### src/rtl/mp_addsub_seq_pkg.sv
// Shared types and constants for the slice-serial multi-precision adder/subtractor.
package mp_addsub_seq_pkg;

  localparam int unsigned DEFAULT_N     = 8;
  localparam int unsigned DEFAULT_WORDS = 4;

  localparam logic MODE_ADD = 1'b0;
  localparam logic MODE_SUB = 1'b1;

  typedef enum logic [1:0] {
    StIdle = 2'd0,
    StRun  = 2'd1,
    StDone = 2'd2
  } state_e;

endpackage

### src/rtl/addsub_slice.sv
// N-bit combinational add/subtract slice; cout is carry-out (add) or borrow-out (sub).
module addsub_slice
  import mp_addsub_seq_pkg::*;
#(
  parameter int unsigned N = DEFAULT_N
) (
  input  logic [N-1:0] a,
  input  logic [N-1:0] b,
  input  logic         cin,
  input  logic         mode,
  output logic [N-1:0] r,
  output logic         cout
);

  logic [N:0] ext;

  // One extra bit: for subtraction it becomes the sign of the true slice difference.
  always_comb begin
    ext = '0;
    if (mode == MODE_ADD) begin
      ext = {1'b0, a} + {1'b0, b} + {{N{1'b0}}, cin};
    end else begin
      ext = {1'b0, a} - {1'b0, b} - {{N{1'b0}}, cin};
    end
  end

  assign r    = ext[N-1:0];
  assign cout = ext[N];

endmodule

### src/rtl/mp_addsub_seq.sv
// Slice-serial W-bit adder/subtractor processing one N-bit slice per cycle, LSB first.
// Optional signed overflow output enabled by defining OVF_DETECT_EN.
module mp_addsub_seq
  import mp_addsub_seq_pkg::*;
#(
  parameter int unsigned N     = DEFAULT_N,
  parameter int unsigned WORDS = DEFAULT_WORDS,
  localparam int unsigned W    = N * WORDS
) (
  input  logic         clk,
  input  logic         rst,
  input  logic         start,
  input  logic         mode,
  input  logic         cin,
  input  logic [W-1:0] a,
  input  logic [W-1:0] b,
  output logic         ready,
  output logic         busy,
  output logic         done,
  output logic [W-1:0] result,
  output logic         cout
`ifdef OVF_DETECT_EN
  ,
  output logic         ovf
`endif
);

  localparam int unsigned IdxW = (WORDS > 1) ? $clog2(WORDS) : 1;
  localparam logic [IdxW-1:0] LastIdx = IdxW'(WORDS - 1);

  state_e          state_q, state_d;
  logic [IdxW-1:0] idx_q, idx_d;
  logic            carry_q, carry_d;
  logic            mode_q, mode_d;
  logic [W-1:0]    a_q, a_d;
  logic [W-1:0]    b_q, b_d;
  logic [W-1:0]    result_q, result_d;
`ifdef OVF_DETECT_EN
  logic            ovf_q, ovf_d;
`endif

  logic [N-1:0] slice_a, slice_b, slice_r;
  logic         slice_cout;

  assign slice_a = a_q[idx_q*N +: N];
  assign slice_b = b_q[idx_q*N +: N];

  addsub_slice #(
    .N(N)
  ) u_slice (
    .a   (slice_a),
    .b   (slice_b),
    .cin (carry_q),
    .mode(mode_q),
    .r   (slice_r),
    .cout(slice_cout)
  );

  always_comb begin
    state_d  = state_q;
    idx_d    = idx_q;
    carry_d  = carry_q;
    mode_d   = mode_q;
    a_d      = a_q;
    b_d      = b_q;
    result_d = result_q;
`ifdef OVF_DETECT_EN
    ovf_d    = ovf_q;
`endif

    unique case (state_q)
      StIdle: begin
        if (start) begin
          state_d = StRun;
          a_d     = a;
          b_d     = b;
          mode_d  = mode;
          carry_d = cin;
          idx_d   = '0;
        end
      end
      StRun: begin
        result_d[idx_q*N +: N] = slice_r;
        carry_d                = slice_cout;
        idx_d                  = idx_q + IdxW'(1);
        if (idx_q == LastIdx) begin
          state_d = StDone;
          idx_d   = '0;
`ifdef OVF_DETECT_EN
          // Carry (or borrow) into the top bit is a ^ b ^ r at that bit, for add and sub alike.
          ovf_d   = slice_a[N-1] ^ slice_b[N-1] ^ slice_r[N-1] ^ slice_cout;
`endif
        end
      end
      StDone: begin
        state_d = StIdle;
      end
      default: begin
        state_d = StIdle;
      end
    endcase
  end

  always_ff @(posedge clk) begin
    if (rst) begin
      state_q  <= StIdle;
      idx_q    <= '0;
      carry_q  <= 1'b0;
      mode_q   <= MODE_ADD;
      a_q      <= '0;
      b_q      <= '0;
      result_q <= '0;
`ifdef OVF_DETECT_EN
      ovf_q    <= 1'b0;
`endif
    end else begin
      state_q  <= state_d;
      idx_q    <= idx_d;
      carry_q  <= carry_d;
      mode_q   <= mode_d;
      a_q      <= a_d;
      b_q      <= b_d;
      result_q <= result_d;
`ifdef OVF_DETECT_EN
      ovf_q    <= ovf_d;
`endif
    end
  end

  assign ready  = (state_q == StIdle);
  assign busy   = (state_q == StRun);
  assign done   = (state_q == StDone);
  assign result = result_q;
  // After the last slice the carry register holds the final carry/borrow until the next start.
  assign cout   = carry_q;
`ifdef OVF_DETECT_EN
  assign ovf    = ovf_q;
`endif

endmodule

### config.mk
export PLATFORM = sky130hd
export DESIGN_NAME = mp_addsub_seq
export DESIGN_NICKNAME = d
export VERILOG_FILES = /design/src/rtl/mp_addsub_seq_pkg.sv /design/src/rtl/addsub_slice.sv /design/src/rtl/mp_addsub_seq.sv
export SDC_FILE = /design/constraint.sdc
export NUM_CORES = 1
export LEC_CHECK = 0
export ABC_AREA = 1
export CAP_MARGIN = 25
export CORE_AREA = 2 2 120 87
export CTS_CLUSTER_DIAMETER = 50
export CTS_CLUSTER_SIZE = 20
export DETAILED_ROUTE_END_ITERATION = 10
export DIE_AREA = 0 0 122 89
export PLACE_DENSITY = 0.93
export SLEW_MARGIN = 20
export SYNTH_ARGS = -nofsm -noshare
export SYNTH_HDL_FRONTEND = slang
export SYNTH_HIERARCHICAL = 1
export SYNTH_SLANG_ARGS = --single-unit
### constraint.sdc
create_clock -name clk -period 8.5 [get_ports clk]
set_clock_uncertainty 0.2 [all_clocks]
set_input_delay 1.7 -clock clk [delete_from_list [all_inputs] [get_ports clk]]
set_output_delay 1.7 -clock clk [all_outputs]
set_load 0.005 [all_outputs]
==> results.ini <==
[setup_path]
path_max_fanout=21
cp_slowest_stage_delay_ns=0.66
r2r_cells=16
cp_data_arrival_time_ns=4.32
cpMostUsedCell=nand2_1
rr_startpoint=idx_q[1]
cp.required_ns=8.59
path_class=reg -> reg
rrSetupSlack_ns=4.27
endpoint_kind=register
rr_endpoint=result[30]
slowest_stage=inv_1
path_cells=inv_1 -> o21ai_0 -> o22ai_1 -> inv_1 -> fa_1 -> nand2_1 -> nand2_1 -> nand2_2 -> a21oi_2 -> nand2_1 -> nand3_1 -> nand2_1 -> inv_1 -> nor3_1 -> nand2_1 -> a21oi_1
start_kind=register

[layout]
nNetsFinal=933
drive_above_1_share=0.0454
multiInputGateArea_sq_um=2750
register_area_sq_um=2040
syn2layout_area_growth_pct=25.5
n_antenna_cell=0
fillers=749
fin_area_sq_um=6580
mostFrequentLayoutCell=nand2_1
layout_common_cells=nand2_1 (253), a21oi_1 (106), clkdlybuf4s50_1 (103), dfxtp_1 (102), inv_1 (55)

[clock_network]
htree_levels=3
numCtsBuffers=9
post_cts_buffers=0
worstSkewPairLatency_ns=0.35
cts-resized-gates=0
cts.sinks=102
cts_tree=built
clk_path_buf_depth=2
hold_buffers=0
clk_pin_slew_ns=0.07
clk_root_buffer_cell=clkbuf_16

[power_and_ir_drop]
power.switching_uw=393
powerDensity_nw_per_um2=191
p_comb_frac=0.257
total_power_mw=1.26
switching_share=0.312
ir_worst_vdd_mv=0.114
internal-power_uw=866
p_leak_nw=2.65
power_frac_clock=0.334
power_frac_seq=0.410

[placement]
dpl_cell_area_sq_um=6230
dp_hpwl_um=9250
place.gp.congestion=0.935
portBuffers=104

[floorplanning]
die_w_um=122
die-height_um=89
initial_utilization=0.548
core_area_sq_um=9570
die_area_sq_um=10900
rows=30
io_pins=105

[sta]
drv_slew=0
worst_pin_slew_ns=0.786
relSlewSlack=0.475
rsz0062_at_grt=false
fmax_mhz=236
fin_tns_setup_ns=0
setup_viol=0
fin_crit_ns=4.23
fin_crit_sh=0.498
whs_ns=0.264
hold_viol_final=0

[global_routing]
grt_max_degree=103
grt_usage=0.257
grt_pass1_wl_um=22100
antenna_found_initial=0
grt_pass1_vias=4765
grt-ovfl-total=0

[route]
viasPerCell=5.47
ant_nets=0
dr.pass1.iters=5
post_drt_wl_per_cell_um=14.4
vias=5275
drc=0
drtIter0Drc=596
finalWirelength_um=13900

[synthesis]
ys_seq_elements=102
synth_cell_types=29
syn_area_per_cell_sq_um=6.97
syn_nets=852
synth-warning-count=6
synthCells=752
synth.cell_area_sq_um=5240
ys_seq_area_frac=0.389

[flow_run]
drv_cap=0

[worst_hold_path]
min_to=result[22]
min_path_cells=2
hp-class=reg -> reg
hold_path_startpoint=result[22]

[status]
status=completed

-- registers in the layout (all words and copies together), names as in the netlist --
register / count
a_q: 32
b_q: 32
result: 32
idx_q: 2
state_q: 2
cout: 1
mode_q: 1
-- power groups by stage --
stage | clock network, mW | registers (mW) | logic, mW
after floorplan | 0 | 0.521 | 0.227
after global placement | 0 | 0.525 | 0.301
after detailed placement | 0 | 0.526 | 0.310
after CTS | 0.419 | 0.515 | 0.314
after global routing | 0.443 | 0.518 | 0.365
final | 0.420 | 0.516 | 0.323
-- metal layers --
| metal | track usage | up-vias | share of wire |
|---|---|---|---|
| met5 | 0 | - | 0 |
| met4 | 0.0920 | 0 | 0.023 |
| met3 | 0.0657 | 36 | 0.087 |
| met2 | 0.403 | 235 | 0.46 |
| met1 | 0.348 | 2430 | 0.43 |
| li1 | - | 2574 | - |
-- worst max path at each step --
| stage | start | end | slack [ns] | depth (start not counted) |
|---|---|---|---|---|
| 6_report | idx_q[1] | result[30] | 4.27 | 16 |
| 5_1_grt | idx_q[1] | result[12] | 3.94 | 15 |
| 3_3_place_gp | start | a_q[27] | 4.47 | 6 |
| 3_5_place_dp | start | b_q[6] | 4.43 | 6 |
| 4_1_cts | idx_q[1] | result[30] | 4.36 | 16 |
| 2_1_floorplan | idx_q[0] | result[12] | 5.42 | 18 |
-- through the flow --
stage / utilization / worst slack, ns / std cells
after floorplan: - / 5.42 / 752
after global placement: 0.651 / 4.47 / 948
after detailed placement: 0.651 / 4.43 / 948
after CTS: 0.682 / 4.36 / 963
after global routing: 0.687 / 3.94 / 965
final: 0.687 / 4.27 / 965
-- cells by family after synthesis --
group                      share of synthesized area
xor gates and xnor gates                     0.00835
DFF                                            0.389
AOI/OAI and AO/OA                              0.161
and+or+nand+nor                                0.275
buffers and inverters                         0.0866
adders and majority gates                     0.0797
-- cells in the mapped netlist --
library cell | count | share of area
or2_1 | 1 | 0.0012
clkbuf_2 | 1 | 0.00095
a21oi_1 | 106 | 0.10
nand2_1 | 253 | 0.18
inv_2 | 4 | 0.0029
clkinv_1 | 1 | 0.00072
clkbuf_1 | 19 | 0.014
nand3_1 | 23 | 0.022
buf_2 | 5 | 0.0048
xor2_1 | 4 | 0.0067
nor4_1 | 1 | 0.0012
nand2_2 | 3 | 0.0036
and2_0 | 1 | 0.0012
inv_1 | 55 | 0.039
nand4_1 | 2 | 0.0024
dfxtp_1 | 102 | 0.39
nor3_1 | 8 | 0.0076
nor2_1 | 51 | 0.037
o22ai_1 | 16 | 0.019
buf_1 | 1 | 0.00072
nor2_4 | 5 | 0.011
xnor2_1 | 1 | 0.0017
a21oi_2 | 2 | 0.0033
nand3_2 | 4 | 0.0076
ha_1 | 27 | 0.064
fa_1 | 4 | 0.015
buf_4 | 6 | 0.0086
buf_6 | 7 | 0.015
o21ai_0 | 39 | 0.037
-- worst max-delay path, delay by kind of cell, from the launching register on --
kind | cells | cell delay [ns]
AOI/OAI and AO/OA | 4 | 1.04
and+or+nand+nor | 8 | 0.96
buffers and inverters | 3 | 0.87
DFF | 1 | 0.57
adders and majority gates | 1 | 0.51
-- area by class of cell --
class / instances / share of cell area
clock buffers: 11 / 0.0369
well taps: 128 / 0.0243
multi-input cells: 551 / 0.418
flip-flops and latches: 102 / 0.310
repair buffers: 109 / 0.168
clock inverters: 4 / 0.00837
inverters: 60 / 0.0342
Note: power is estimated with default switching activity, not from simulation.
==> variant, RTL diff (same settings) <==
The option `OVF_DETECT_EN` is turned on by a define.
--- a/src/rtl/mp_addsub_seq.sv
+++ b/src/rtl/mp_addsub_seq.sv
@@ -1,5 +1,7 @@
 // Slice-serial W-bit adder/subtractor processing one N-bit slice per cycle, LSB first.
 // Optional signed overflow output enabled by defining OVF_DETECT_EN.
+`define OVF_DETECT_EN
+
 module mp_addsub_seq
   import mp_addsub_seq_pkg::*;
 #(
Behaviour (old outputs only; new: ovf): unchanged (equiv_simple and equiv_induct, registers matched by name and starting in step).
==> variant against the unedited design <==
Final cell count is 1.6% higher. Area after synthesis grew 0.60%. Routed wire length grew 0.91%. Design area up 1.9%. Setup slack better by 62 ps. Utilization up 1.3 points. Sequential cell count increased by 1. Total power rose by 11%. Global-route usage increased by 0.29 points. Critical endpoint unchanged.
==> variant: results (changes against the unedited design) <==
| Metric | Value |
|---|---|
| Synth Area in Adders | 7.92% (was 7.97%) |
| Largest net degree at the start of global routing | 69 (was 103) |
| Hold Worst Slack | 267 ps (was 264 ps) |
| Register area share after synthesis | 39.1% (was 38.9%) |
| Critical-path cell with the highest stage delay | o22ai_1 (was inv_1) |
| Final GP Congestion | 0.957 (was 0.935) |
| R2r setup slk | 4330 ps (was 4270 ps) |
| Maximum VDD drop | 127 uV (was 114 uV) |
| Post-synth top cells | nor2_1, nand2_1, dfxtp_1 (was nand2_1, a21oi_1, dfxtp_1) |
| 1st-iter DRT viols | 536 (was 596) |
| Status | completed (unchanged) |
| Psw | 0.511 mW (was 0.393 mW) |
| Final wirelength | 14100 um (was 13900 um) |
| DP HPWL | 9790 um (was 9250 um) |
| Synth Area in Compound Gates | 15.7% (was 16.1%) |
| Placement Setup Slack | 4530 ps (was 4430 ps) |
| Total GRT Usage | 26.0% (was 25.7%) |
| Slew HR | 48.4% (was 47.5%) |
| Yosys cell types | 32 (was 29) |
| 1st-pass router iterations | 6 (was 5) |
| WHS Endpoint | result[13] (was result[22]) |
| Synth area leaders | dfxtp_1, nor2_1, nand2_1 (was dfxtp_1, nand2_1, a21oi_1) |
| Layout cell share with drive strength beyond 1 | 4.58% (was 4.54%) |
| Hold_sp | result[13] (was result[22]) |
| Post-Synth XOR/XNOR Area | 0.830% (was 0.835%) |
| First-pass GRT wire length | 22300 um (was 22100 um) |
| IO Port Bufs | 105 (was 104) |
variant: area by class of cell:
cell class,instances,area (sq um)
flip-flops and latches,103,2060
repair buffers,111,1110
fillers,719,2870
multi-input cells,565,2840
clock buffers,9,225
well taps,128,160
inverters,57,214
clock inverters,7,96.3
variant: layer usage:
metal	global-route usage, %	vias to the layer above	routed length (um)	part of all wire, %
li1	-	2623	-	-
met1	35.2	2453	6240	44
met2	42.6	249	6290	45
met3	4.53	29	1270	9.0
met4	8.99	0	256	1.8
met5	0	-	0	0
variant: cell families after synthesis:
family	count (synthesis)
buffers and inverters	95
AO/OA/AOI/OAI	159
AND/OR/NAND/NOR	370
flip-flops	103
adder cells (fa/ha/maj)	31
XOR/XNOR	5
variant: how the worst max path moves through the flow:
stage,to,depth (start not counted),start
2_1_floorplan,ovf,22,idx_q[0]
3_3_place_gp,cout,6,start
3_5_place_dp,result[15],18,idx_q[1]
4_1_cts,result[30],16,idx_q[1]
5_1_grt,ovf,22,idx_q[1]
6_report,result[30],16,idx_q[1]
variant: power groups by stage:
stage	sequential, mW	clock (mW)	combinational (mW)
finish	0.533	0.426	0.443
global route	0.536	0.448	0.486
CTS	0.532	0.429	0.430
detailed placement	0.543	0	0.422
global placement	0.542	0	0.407
floorplan	0.537	0	0.301
variant: worst register-to-register path, delay by kind of cell, from the launching register on:
family,cells,cell delay (ps)
AOI/OAI and AO/OA,4,1070
DFF,1,570
adders and majority gates,1,490
and+or+nand+nor,9,1010
buffers and inverters,2,760
variant: per-stage QoR:
stage,utilization [%],cells,total power [mW],area (sq um)
floorplan,-,763,0.838,5280
global placement,66.5,963,0.949,6360
detailed placement,66.7,964,0.965,6380
CTS,70.1,980,1.39,6710
global route,70.1,980,1.47,6710
finish,70.1,980,1.40,6710
